===== src/rtl/cpri_pkg_defs.sv =====
// Shared definitions for the CPRI transmit framer: packet type codes,
// payload-length table, header length and FSM state encoding.
package cpri_pkg_defs;

   localparam logic [3:0] TYPE_POWER = 4'd1;
   localparam logic [3:0] TYPE_DATA  = 4'd2;
   localparam logic [3:0] TYPE_BF12  = 4'd3;
   localparam logic [3:0] TYPE_BF6   = 4'd4;

   localparam int unsigned HDR_LEN = 6;

   typedef enum logic [1:0] {
      ST_IDLE,
      ST_WAIT,
      ST_HDR,
      ST_PLD
   } state_t;

   // Payload beats per packet type; zero marks an unsupported type.
   function automatic logic [7:0] pld_len(input logic [3:0] data_type);
      case (data_type)
         TYPE_POWER: pld_len = 8'd50;
         TYPE_DATA:  pld_len = 8'd32;
         TYPE_BF12:  pld_len = 8'd80;
         TYPE_BF6:   pld_len = 8'd56;
         default:    pld_len = 8'd0;
      endcase
   endfunction

endpackage


===== src/rtl/cpri_tx_framer.sv =====
// CPRI transmit framer: prefixes each payload packet with a 6-beat header
// once downstream credit is available, with sticky type/overlap error flags.
module cpri_tx_framer
   import cpri_pkg_defs::*;
#(
   parameter logic [63:0] SYNC_WORD = 64'hA5A5_5A5A_0F0F_F0F0,
   parameter int unsigned SEQ_WIDTH = 16
) (
   input  logic        wr_clk,
   input  logic        wr_rst,
   input  logic        i_start,
   input  logic [3:0]  i_data_type,
   input  logic [7:0]  i_slot_idx,
   input  logic [3:0]  i_sym_idx,
   input  logic        i_pld_vld,
   input  logic [63:0] i_pld_data,
   output logic        o_pld_rdy,
   input  logic [3:0]  i_free_size,
   output logic        o_vld,
   output logic        o_sop,
   output logic        o_eop,
   output logic [63:0] o_data,
   output logic        o_busy,
   output logic        o_err_type,
   output logic        o_err_ovl
);

   state_t               state;
   logic [3:0]           typ_q;
   logic [7:0]           slot_q;
   logic [3:0]           sym_q;
   logic [2:0]           beat_cnt;
   logic [7:0]           pld_cnt;
   logic [SEQ_WIDTH-1:0] seq;
   logic [63:0]          hdr_word;

   always_comb begin
      hdr_word = '0;
      case (beat_cnt)
         3'd0:    hdr_word = SYNC_WORD;
         3'd1:    hdr_word = 64'(seq);
         3'd2:    hdr_word = {48'h0, pld_len(typ_q), typ_q, 4'h0};
         3'd3:    hdr_word = {56'h0, slot_q};
         3'd4:    hdr_word = {60'h0, sym_q};
         default: hdr_word = '0;
      endcase
   end

   always_ff @(posedge wr_clk or posedge wr_rst) begin
      if (wr_rst) begin
         state      <= ST_IDLE;
         typ_q      <= '0;
         slot_q     <= '0;
         sym_q      <= '0;
         beat_cnt   <= '0;
         pld_cnt    <= '0;
         seq        <= '0;
         o_pld_rdy  <= 1'b0;
         o_vld      <= 1'b0;
         o_sop      <= 1'b0;
         o_eop      <= 1'b0;
         o_data     <= '0;
         o_busy     <= 1'b0;
         o_err_type <= 1'b0;
         o_err_ovl  <= 1'b0;
      end else begin
         o_vld  <= 1'b0;
         o_sop  <= 1'b0;
         o_eop  <= 1'b0;
         o_data <= '0;

         // The eop cycle is still owned by the finishing packet.
         if (i_start && (state != ST_IDLE || o_eop))
            o_err_ovl <= 1'b1;

         case (state)
            ST_IDLE: begin
               if (i_start && !o_eop) begin
                  if (pld_len(i_data_type) != 8'd0) begin
                     typ_q    <= i_data_type;
                     slot_q   <= i_slot_idx;
                     sym_q    <= i_sym_idx;
                     beat_cnt <= '0;
                     o_busy   <= 1'b1;
                     state    <= ST_WAIT;
                  end else begin
                     o_err_type <= 1'b1;
                  end
               end
            end
            ST_WAIT: begin
               if (i_free_size != '0) begin
                  o_vld    <= 1'b1;
                  o_sop    <= 1'b1;
                  o_data   <= hdr_word;
                  beat_cnt <= 3'd1;
                  state    <= ST_HDR;
               end
            end
            ST_HDR: begin
               o_vld  <= 1'b1;
               o_data <= hdr_word;
               if (beat_cnt == 3'(HDR_LEN - 1)) begin
                  pld_cnt   <= '0;
                  o_pld_rdy <= 1'b1;
                  state     <= ST_PLD;
               end else begin
                  beat_cnt <= beat_cnt + 3'd1;
               end
            end
            ST_PLD: begin
               if (i_pld_vld && o_pld_rdy) begin
                  o_vld  <= 1'b1;
                  o_data <= i_pld_data;
                  if (pld_cnt == pld_len(typ_q) - 8'd1) begin
                     o_eop     <= 1'b1;
                     o_pld_rdy <= 1'b0;
                     o_busy    <= 1'b0;
                     seq       <= seq + 1'b1;
                     state     <= ST_IDLE;
                  end else begin
                     pld_cnt <= pld_cnt + 8'd1;
                  end
               end
            end
            default: state <= ST_IDLE;
         endcase
      end
   end

endmodule


===== config.mk =====
export PLATFORM = sky130hd
export DESIGN_NAME = cpri_tx_framer
export DESIGN_NICKNAME = d
export VERILOG_FILES = /design/src/rtl/cpri_pkg_defs.sv /design/src/rtl/cpri_tx_framer.sv
export SDC_FILE = /design/constraint.sdc
export NUM_CORES = 1
export LEC_CHECK = 0
export BUFFER_PORTS_ARGS = -buffer_cell sky130_fd_sc_hd__clkbuf_2
export CORE_ASPECT_RATIO = 1.2
export CORE_MARGIN = 2
export CORE_UTILIZATION = 57
export CTS_BUF_LIST = sky130_fd_sc_hd__clkbuf_8
export DETAILED_ROUTE_END_ITERATION = 8
export PLACE_DENSITY = 0.88
export SLEW_MARGIN = 20
export SYNTH_ARGS = -nofsm -noshare
export SYNTH_HDL_FRONTEND = slang
export SYNTH_SLANG_ARGS = --single-unit

===== constraint.sdc =====
create_clock -name wr_clk -period 5.12 [get_ports wr_clk]
set_clock_uncertainty 0.05 [all_clocks]
set_input_delay 0.512 -clock wr_clk [delete_from_list [all_inputs] [get_ports wr_clk]]
set_output_delay 0.512 -clock wr_clk [all_outputs]
set_load 0.02 [all_outputs]

## Word-level counts from Yosys, hierarchy flattened

Cells that the tools add are included.

| word-level totals | value |
|---|---|
| logic and storage cells | 106 |
| output and inout bits | 71 |
| register bits after elaboration | 116 |
| bits of input ports | 88 |

| cells by class | value |
|---|---|
| add/sub/neg operators | 4 |
| bitwise gates (word level) | 1 |
| equality and inequality tests | 25 |
| multiplexer cells | 40 |
| reductions and logical operators | 21 |

Operator list:

| operator | count |
|---|---|
| $pmux 64 s5 | 1 |
| $pmux 64 s3 | 1 |
| $mux 64 | 2 |
| $mux 8 | 7 |
| $pmux 7 s4 | 2 |
| $add 16x1->16 const B | 1 |
| $eq 4x2->1 const B | 4 |
| $ne 2x2->1 const B | 8 |
| $pmux 8 s2 | 1 |
| $mux 2 | 6 |
| $mux 3 | 4 |
| $mux 1 | 11 |
| $reduce_and 5->1 | 2 |
| $pmux 3 s3 | 1 |
| $reduce_and 3->1 | 3 |
| $add 8x1->8 const B | 1 |
| $eq 4x1->1 const B | 2 |
| $eq 4x3->1 const B | 2 |
| $eq 8x8->1 | 1 |
| $pmux 2 s4 | 1 |
| $reduce_and 4->1 | 2 |
| $reduce_bool 8->1 | 1 |
| $sub 8x1->8 const B | 1 |
| $eq 3x2->1 const B | 2 |
| 17 further kinds | 24 |

## Logic depth before layout (Yosys ltp)

Gate-level depths: netlist of run 1.

| logic depth | value |
|---|---|
| depth after elaboration | 9 |
| mapped depth | 12 |
| depth with buffers taken out | 9 |

## Worst setup path before layout of run 1

Ideal clock, no wire load.

| timing path | value |
|---|---|
| path type | register -> register |
| from | register typ_q[1] |
| to | register seq[1] |
| period minus slack after synthesis | 2732 ps |
| buffers on the path | 3 |
| required time | 4945 ps |
| library setup time | 125 ps |
| data arrival time | 2557 ps |
| setup slack | 2388 ps |
| cell stages (with the launch flop) | 13 |
| path through | dfrtp_1 > buf_2 > nor4b_2 > inv_1 > ha_1 > xor2_1 > o211ai_1 > a2111oi_2 > o311a_1 > buf_6 > and2_4 > buf_6 > mux2_4 |

| on the way | value |
|---|---|
| longest elaborated chain between the ends | 7 |
| elaborated cells on any way between the ends | 10 |
| those cells by class | 1 x add/sub; 5 x eq/ne; 3 x mux; 1 x reduce/logical |

RTL lines:

| item | RTL line | text |
|---|---|---|
| from (decl) | cpri_tx_framer.sv:29 | `logic [3:0] typ_q;` |
| from (signal assigned) | cpri_tx_framer.sv:80 | `typ_q <= i_data_type;` |
| $eq 4x3->1 (tied with other cells) | cpri_pkg_defs.sv:21 | `case (data_type)` |
| $pmux 7 s4 * | cpri_pkg_defs.sv:21 |  |
| $mux 8 * | cpri_tx_framer.sv:112 | `if (i_pld_vld && o_pld_rdy) begin` |
| $mux 8 * | cpri_tx_framer.sv:76 | `case (state)` |
| $sub 8x1->8 * | cpri_tx_framer.sv:115 | `if (pld_cnt == pld_len(typ_q) - 8'd1) begin` |
| $eq 8x8->1 * | cpri_tx_framer.sv:115 |  |
| $reduce_and 3->1 (no line) * | -- |  |
| to (signal assigned) | cpri_tx_framer.sv:119 | `seq <= seq + 1'b1;` |
| to (decl) | cpri_tx_framer.sv:34 | `logic [SEQ_WIDTH-1:0] seq;` |

Mark *: on every way between the ends. The rest lies on a longest branch, timed or not. The select of a mux whose other input is x is not followed.
A chain may end at the register's enable or synchronous reset.

## Worst setup path after layout of run 1

| timing path | value |
|---|---|
| from | register typ_q[2] |
| to | register seq[1] |

Same word-level chain as after synthesis.

==> results of run 1 <==
-- power by group through the flow --
| stage | combinational (uW) | clock (uW) | sequential, uW |
|---|---|---|---|
| 3_5_place_dp | 1330 | 0 | 1380 |
| 6_report | 1370 | 945 | 1380 |
| 3_3_place_gp | 1270 | 0 | 1360 |
| 4_1_cts | 1350 | 947 | 1370 |
| 5_1_grt | 1490 | 1000 | 1400 |
| 2_1_floorplan | 796 | 0 | 1500 |
-- worst max-delay path by stage --
| stage | startpoint | slack, ns | endpoint | cells past startpoint |
|---|---|---|---|---|
| finish | typ_q[2] | 1.43 | seq[1] | 9 |
| CTS | typ_q[2] | 1.49 | seq[1] | 8 |
| floorplan | wr_rst | 1.49 | beat_cnt[0] | 1 |
| detailed placement | typ_q[2] | 1.52 | seq[1] | 9 |
| global route | typ_q[2] | 1.20 | seq[1] | 8 |
| global placement | typ_q[2] | 1.77 | seq[1] | 9 |
-- sequential cells by signal, summed over array words and instances, names as in the netlist --
signal and count:
beat_cnt 3, o_busy 1, o_data 64, o_eop 1
o_err_ovl 1, o_err_type 1, o_pld_rdy 1, o_sop 1
o_vld 1, pld_cnt 8, seq 16, slot_q 8
state 2, sym_q 4, typ_q 4
-- metrics by stage --
| step | hold WS (ns) | setup WS, ns |
|---|---|---|
| 4_1_cts | 0.153 | 1.49 |
| 3_3_place_gp | 0.409 | 1.77 |
| 5_1_grt | 0.195 | 1.20 |
| 2_1_floorplan | 0.396 | 1.49 |
| 6_report | 0.131 | 1.43 |
| 3_5_place_dp | 0.414 | 1.52 |
-- layout by cell type (no fill, tap or decap), drive strengths merged, types with 4 or more instances in the layout --
master	count
nor2	17
clkbuf	177
a21o	24
inv	16
buf	5
a21oi	11
nand2b	6
dfrtp	116
nand3	15
ha	12
xnor2	15
and2	30
nor2b	7
a222oi	4
mux2	16
a221o	4
xor2	4
clkinv	4
mux2i	8
nand4	10
and3	5
nand2	38
o21ai	28
bufinv	4
-- area by class of cell --
class / count / area [um2] / share of cell area
inverter: 13 / 51.3 / 0.00797
timing repair buffer: 163 / 848 / 0.132
sequential: 116 / 2900 / 0.451
multi-input combinational: 296 / 2040 / 0.318
clock buffer: 19 / 262 / 0.0406
clock inverter: 13 / 180 / 0.0280
tap: 117 / 146 / 0.0227
-- worst max-delay path: stages, from the launching register on --
cell       delay (ns)
dfrtp_1          0.59
nor4b_2          0.43
inv_1            0.09
ha_1             0.29
xor2_1           0.16
o211ai_1         0.14
a2111oi_2        0.28
o311a_1          0.90
and2_4           0.34
mux2_4           0.30
-- logic make-up after synthesis --
family | share of synthesized area
XOR/XNOR | 0.0324
flip-flops | 0.565
AND/OR/NAND/NOR | 0.159
adder cells (fa/ha/maj) | 0.0292
multiplexers | 0.0514
AO/OA/AOI/OAI | 0.125
buffers and inverters | 0.0385
-- routing by layer --
metal | track usage | up-vias | wire [um]
met4 | 0.120 | 0 | 346
met1 | 0.345 | 2078 | 5300
met3 | 0.0808 | 42 | 963
li1 | - | 1895 | -
met5 | 0 | - | 0
met2 | 0.476 | 225 | 7040
==> results.toml, run 1 <==
[sta]
drv_slew = 0
fin_crit_ns = 3.69
finalHoldViolations = 0
finalCritPeriodShare = 0.720
rsz0062_at_grt = "false"
fmax_mhz = 271
worst_slew_pin_slew_ns = 0.993
setup_tns_ns = 0
slew_headroom = 0.338
setup_viol = 0

[grt]
antenna_found_initial = 0
overflow = 0
grt_max_degree = 64
grt_pass1_wl_um = 21100
track_usage = 0.283
first_global_vias = 4176

[power_and_ir_drop]
max-vdd-ir-drop_uv = 360
p_leak_uw = 0.00335
clkPwrFrac = 0.256
pwr-share-comb = 0.370
swShare = 0.385
power_density_mw_per_mm2 = 574
power_uw = 3690
seqPwrFrac = 0.374
p_int_uw = 2270
p_sw_uw = 1420

[clock_tree]
cts.sinks = 116
cts_tree = "built"
insertion_delay_ns = 0.44
numCtsBuffers = 17
h-tree-depth = 4
post_cts_buffers = 0
postCtsHoldBufs = 0
cts-root-buf = "clkbuf_8"
post_cts_resized = 0
cts_buffer_depth = 2
clk_pin_slew_ns = 0.07

[job]
drv_cap = 0

[synthesis]
synthDominantCellAreaShare = 0.565
yosysTopAreaCell = "dfrtp_1"
synth_cell_types = 52
synth_seq_area_share = 0.565
synth_cells = 453
syn-cell-area_mm2 = 0.00514
syn-num-nets = 553
synth-edff-count = 0
yosysMostFrequentCell = "dfrtp_1"
syn_avg_cell_area_um2 = 11.3
synthArstFlopShare = 1.00
ys.flop_type = "dfrtp_1"
synth-seq-cells = 116
ys_warn_count = 0
synth_common_cells = "dfrtp_1, nand2_1, and2_1"
synth.area.top_cells = "dfrtp_1, and2_1, a21o_1"

[routing]
wire_per_inst_um = 18.5
drtAntennaViolNets = 0
initialDrtViolationCount = 330
dr.pass1.iters = 5
drc_errors = 0
vias_per_cell = 5.75
wl_um = 13600
via_count = 4240

[final_layout]
fin_nets = 707
area_growth_pct = 25.3
layout-drive-gt1-share = 0.352
final_design_area_no_fill_mm2 = 0.00643
fillers = 564
antenna_cells = 0
final_core_utilization = 0.743
layout.cells.non_filler = 737

[floorplanning]
placementRows = 37
core_mm2 = 0.00866
dieArea_mm2 = 0.00979
die_h_um = 108
die_w_um = 90.7
start_util = 0.593
ios = 159

[setup_path]
reg2reg_depth = 9
required_ns = 5.40
regToRegSetupSlack_ns = 1.43
r2r-start = "typ_q[2]"
r2r_end = "seq[1]"
crit_fanout = 28
worstSetupPathType = "reg -> reg"
end_kind = "flip-flop"
cp_data_arrival_time_ns = 3.97
start_kind = "flip-flop"

[hold_path]
holdCritPathClass = "in -> async"

[placement]
placed_area_mm2 = 0.00597
gp_congestion = 0.880
place.detailed.hpwl_um = 9320
portBuffers = 158
place_inst = 704

[status]
outcome = "completed"
No activity file was read; power rests on OpenSTA's default activity.
==> run 2, diff against run 1 <==
--- a/config.mk
+++ b/config.mk
@@ -8,10 +8,10 @@
 export BUFFER_PORTS_ARGS = -buffer_cell sky130_fd_sc_hd__clkbuf_2
 export CORE_ASPECT_RATIO = 1.2
 export CORE_MARGIN = 2
-export CORE_UTILIZATION = 57
+export CORE_UTILIZATION = 48
 export CTS_BUF_LIST = sky130_fd_sc_hd__clkbuf_8
 export DETAILED_ROUTE_END_ITERATION = 8
-export PLACE_DENSITY = 0.88
+export PLACE_DENSITY = 0.79
 export SLEW_MARGIN = 20
 export SYNTH_ARGS = -nofsm -noshare
 export SYNTH_HDL_FRONTEND = slang
==> constraint.sdc (replaced) <==
create_clock -name wr_clk -period 3 [get_ports wr_clk]
set_clock_uncertainty 0.05 [all_clocks]
set_input_delay 0.3 -clock wr_clk [delete_from_list [all_inputs] [get_ports wr_clk]]
set_output_delay 0.3 -clock wr_clk [all_outputs]
set_load 0.02 [all_outputs]
==> run 2 against run 1 <==
Compared with the run above:
- worst hold slack got worse by 0.12 ns
- global-route usage down 4.5 points
- combinational power grew 81%
- largest cell class unchanged
- count of clock-buffer cells in the layout is 2 lower
- clock power rose by 66%
- non-clock buffer count rose by 37
- setup slack got worse by 1.3 ns
- sequential power up 70%
==> results.toml, run 2 (same netlist as run 1, synthesis figures left out) <==
[job]
drv_cap = 0

[routing]
initialDrtViolationCount = 359
met3_length_um = 966
wire_per_inst_um = 17.4
route.met2.wl_um = 6990
vias_per_cell = 5.47
drc_errors = 0
wl_um = 13700
drtAntennaViolNets = 0
top_layer_used = "met4"
via_count = 4297
dr.pass1.iters = 7
drt-met1-wl_um = 5400

[placement]
place.detailed.hpwl_um = 9030
portBuffers = 158
gp_congestion = 0.893
place_inst = 725

[grt]
overflow = 0
track_usage = 0.238
first_global_vias = 4295
grt_max_degree = 113
grt_pass1_wl_um = 21700
antenna_found_initial = 0

[final_layout]
final_cell_mix = "clkbuf_2, dfrtp_1, nand2_1"
fin_nets = 744
largest-register = "o_data"
layout.cells.non_filler = 786
reg_top3 = "o_data (64), seq (16)"
antenna_cells = 0
fillers = 772
largest_register_ff_count = 64
layout-drive-gt1-share = 0.362
area_growth_pct = 32.0
layout_commonest_cell = "clkbuf_2"

[setup_path]
reg2reg_depth = 10
regToRegSetupSlack_ns = 0.11
path_delay_family = "simple AND/OR/NAND/NOR gates"
required_ns = 3.31
crit_start = "typ_q[1]"
r2r_end = "pld_cnt[4]"
path_buf_inv = 2
path_cells = "nor4b_4, inv_1, ha_1, xnor2_1, nand4_1, o21ai_1, o311a_1, buf_4, nor4_1, mux2i_1"
r2r-start = "typ_q[1]"
critPathCapture = "pld_cnt[4]"
worstSetupPathType = "reg -> reg"
end_kind = "flip-flop"
cp_slowest_stage_delay_ns = 0.47
start_kind = "flip-flop"
cp_data_arrival_time_ns = 3.20
critPathSlowestCell = "dfrtp_2"
cp.depth = 10
crit_fanout = 15

[power_and_ir_drop]
power_uw = 6390
p_leak_uw = 0.00350
power_density_mw_per_mm2 = 943
max-vdd-ir-drop_uv = 466

[floorplanning]
ios = 159
start_util = 0.491
die_w_um = 98.4
placementRows = 41
core_mm2 = 0.0105
die_h_um = 117
dieArea_mm2 = 0.0116

[clock_tree]
cts_buffer_depth = 2
clk_pin_slew_ns = 0.08
cts.sinks = 116
cts-root-buf = "clkbuf_8"
cts_tree = "built"
h-tree-depth = 4
insertion_delay_ns = 0.45
numCtsBuffers = 17

[sta]
worst_slew_pin_slew_ns = 0.770
finalCritPeriodShare = 0.962
finalHoldViolations = 0
slew_headroom = 0.485
fmax_mhz = 347
drv_slew = 0
setup_viol = 0
fin_crit_ns = 2.89

[status]
outcome = "completed"

[hold_path]
holdCritPathClass = "in -> reg"
[run 2: changes by cell type in the layout (fill, tap and decap cells not counted), moves of 2 or more]
| cell | previous run | this run |
|---|---|---|
| clkinv_4 | 1 | 6 |
| buf_4 | 4 | 19 |
| dfrtp_1 | 116 | 112 |
| dfrtp_2 | 0 | 4 |
| dlygate4sd3_1 | 0 | 22 |
| clkbuf_8 | 19 | 17 |
| inv_8 | 0 | 2 |
| clkinv_2 | 3 | 1 |
[run 2: metal layers]
layer  GRT usage  vias to the layer above
met1       0.300                     2079
met3      0.0596                       32
met4      0.0848                        0
li1            -                     1974
met5           0                        -
met2       0.396                      212
[run 2: worst min-delay path by stage]
| stage | end | cells after the start | from | slack, ns |
|---|---|---|---|---|
| after global routing | o_data[18] | 2 | i_pld_data[18] | 0.005 |
| after floorplan | o_data[0] | 2 | i_pld_data[0] | 0.37 |
| final | o_data[25] | 2 | i_pld_data[25] | 0.01 |
| after global placement | o_data[23] | 2 | wr_rst | 0.14 |
| after detailed placement | o_data[11] | 2 | wr_rst | 0.15 |
| after CTS | o_data[18] | 2 | i_pld_data[18] | 0.00005 |
[run 2: cell type report]
class / instances / area, um2 / share of cell area
Timing Repair Buffer: 200 / 1170 / 0.173
Multi-Input combinational cell: 296 / 2050 / 0.303
Inverter: 13 / 52.6 / 0.00775
Tap cell: 129 / 161 / 0.0238
Clock buffer: 17 / 234 / 0.0345
Sequential cell: 116 / 2910 / 0.429
Clock inverter: 15 / 196 / 0.0290
[run 2: report_power, final]
part / switching, uW / internal, uW / leakage, uW
sequential: 318 / 2020 / 0.00150
combinational: 1480 / 1000 / 0.00178
clock: 726 / 845 / 0.000219
total: 2520 / 3870 / 0.00350
[run 2: worst reg2reg max path, delay by kind of cell, from the launching register on]
kind,cells,cell delay [ns]
muxes,1,0.23
and+or+nand+nor,3,0.82
xor gates and xnor gates,1,0.18
AOI/OAI and AO/OA,2,0.50
adders and majority gates,1,0.25
DFF,1,0.47
buffers and inverters,2,0.30
[run 2: what timing repair did]
item                                    4_1_cts  5_1_grt
buffers inserted                              0        7
pin swaps                                     0        2
resized for setup                             1        5
hold buffers                                 19        3
endpoints found under the setup margin        1       19
hold endpoints to repair                     22        3
[run 2: per-stage QoR]
step | util | cell area [um2] | hold WS (ns) | setup TNS [ns] | worst slack [ns]
detailed placement | 0.579 | 6060 | 0.152 | 0 | 0.0428
floorplan | - | 5140 | 0.367 | 0 | 0.268
global placement | 0.579 | 6060 | 0.143 | 0 | 0.193
finish | 0.648 | 6780 | 0.0118 | 0 | 0.115
global route | 0.648 | 6780 | 0.00480 | -0.0348 | -0.0284
CTS | 0.639 | 6680 | 0.0000543 | 0 | 0.0196
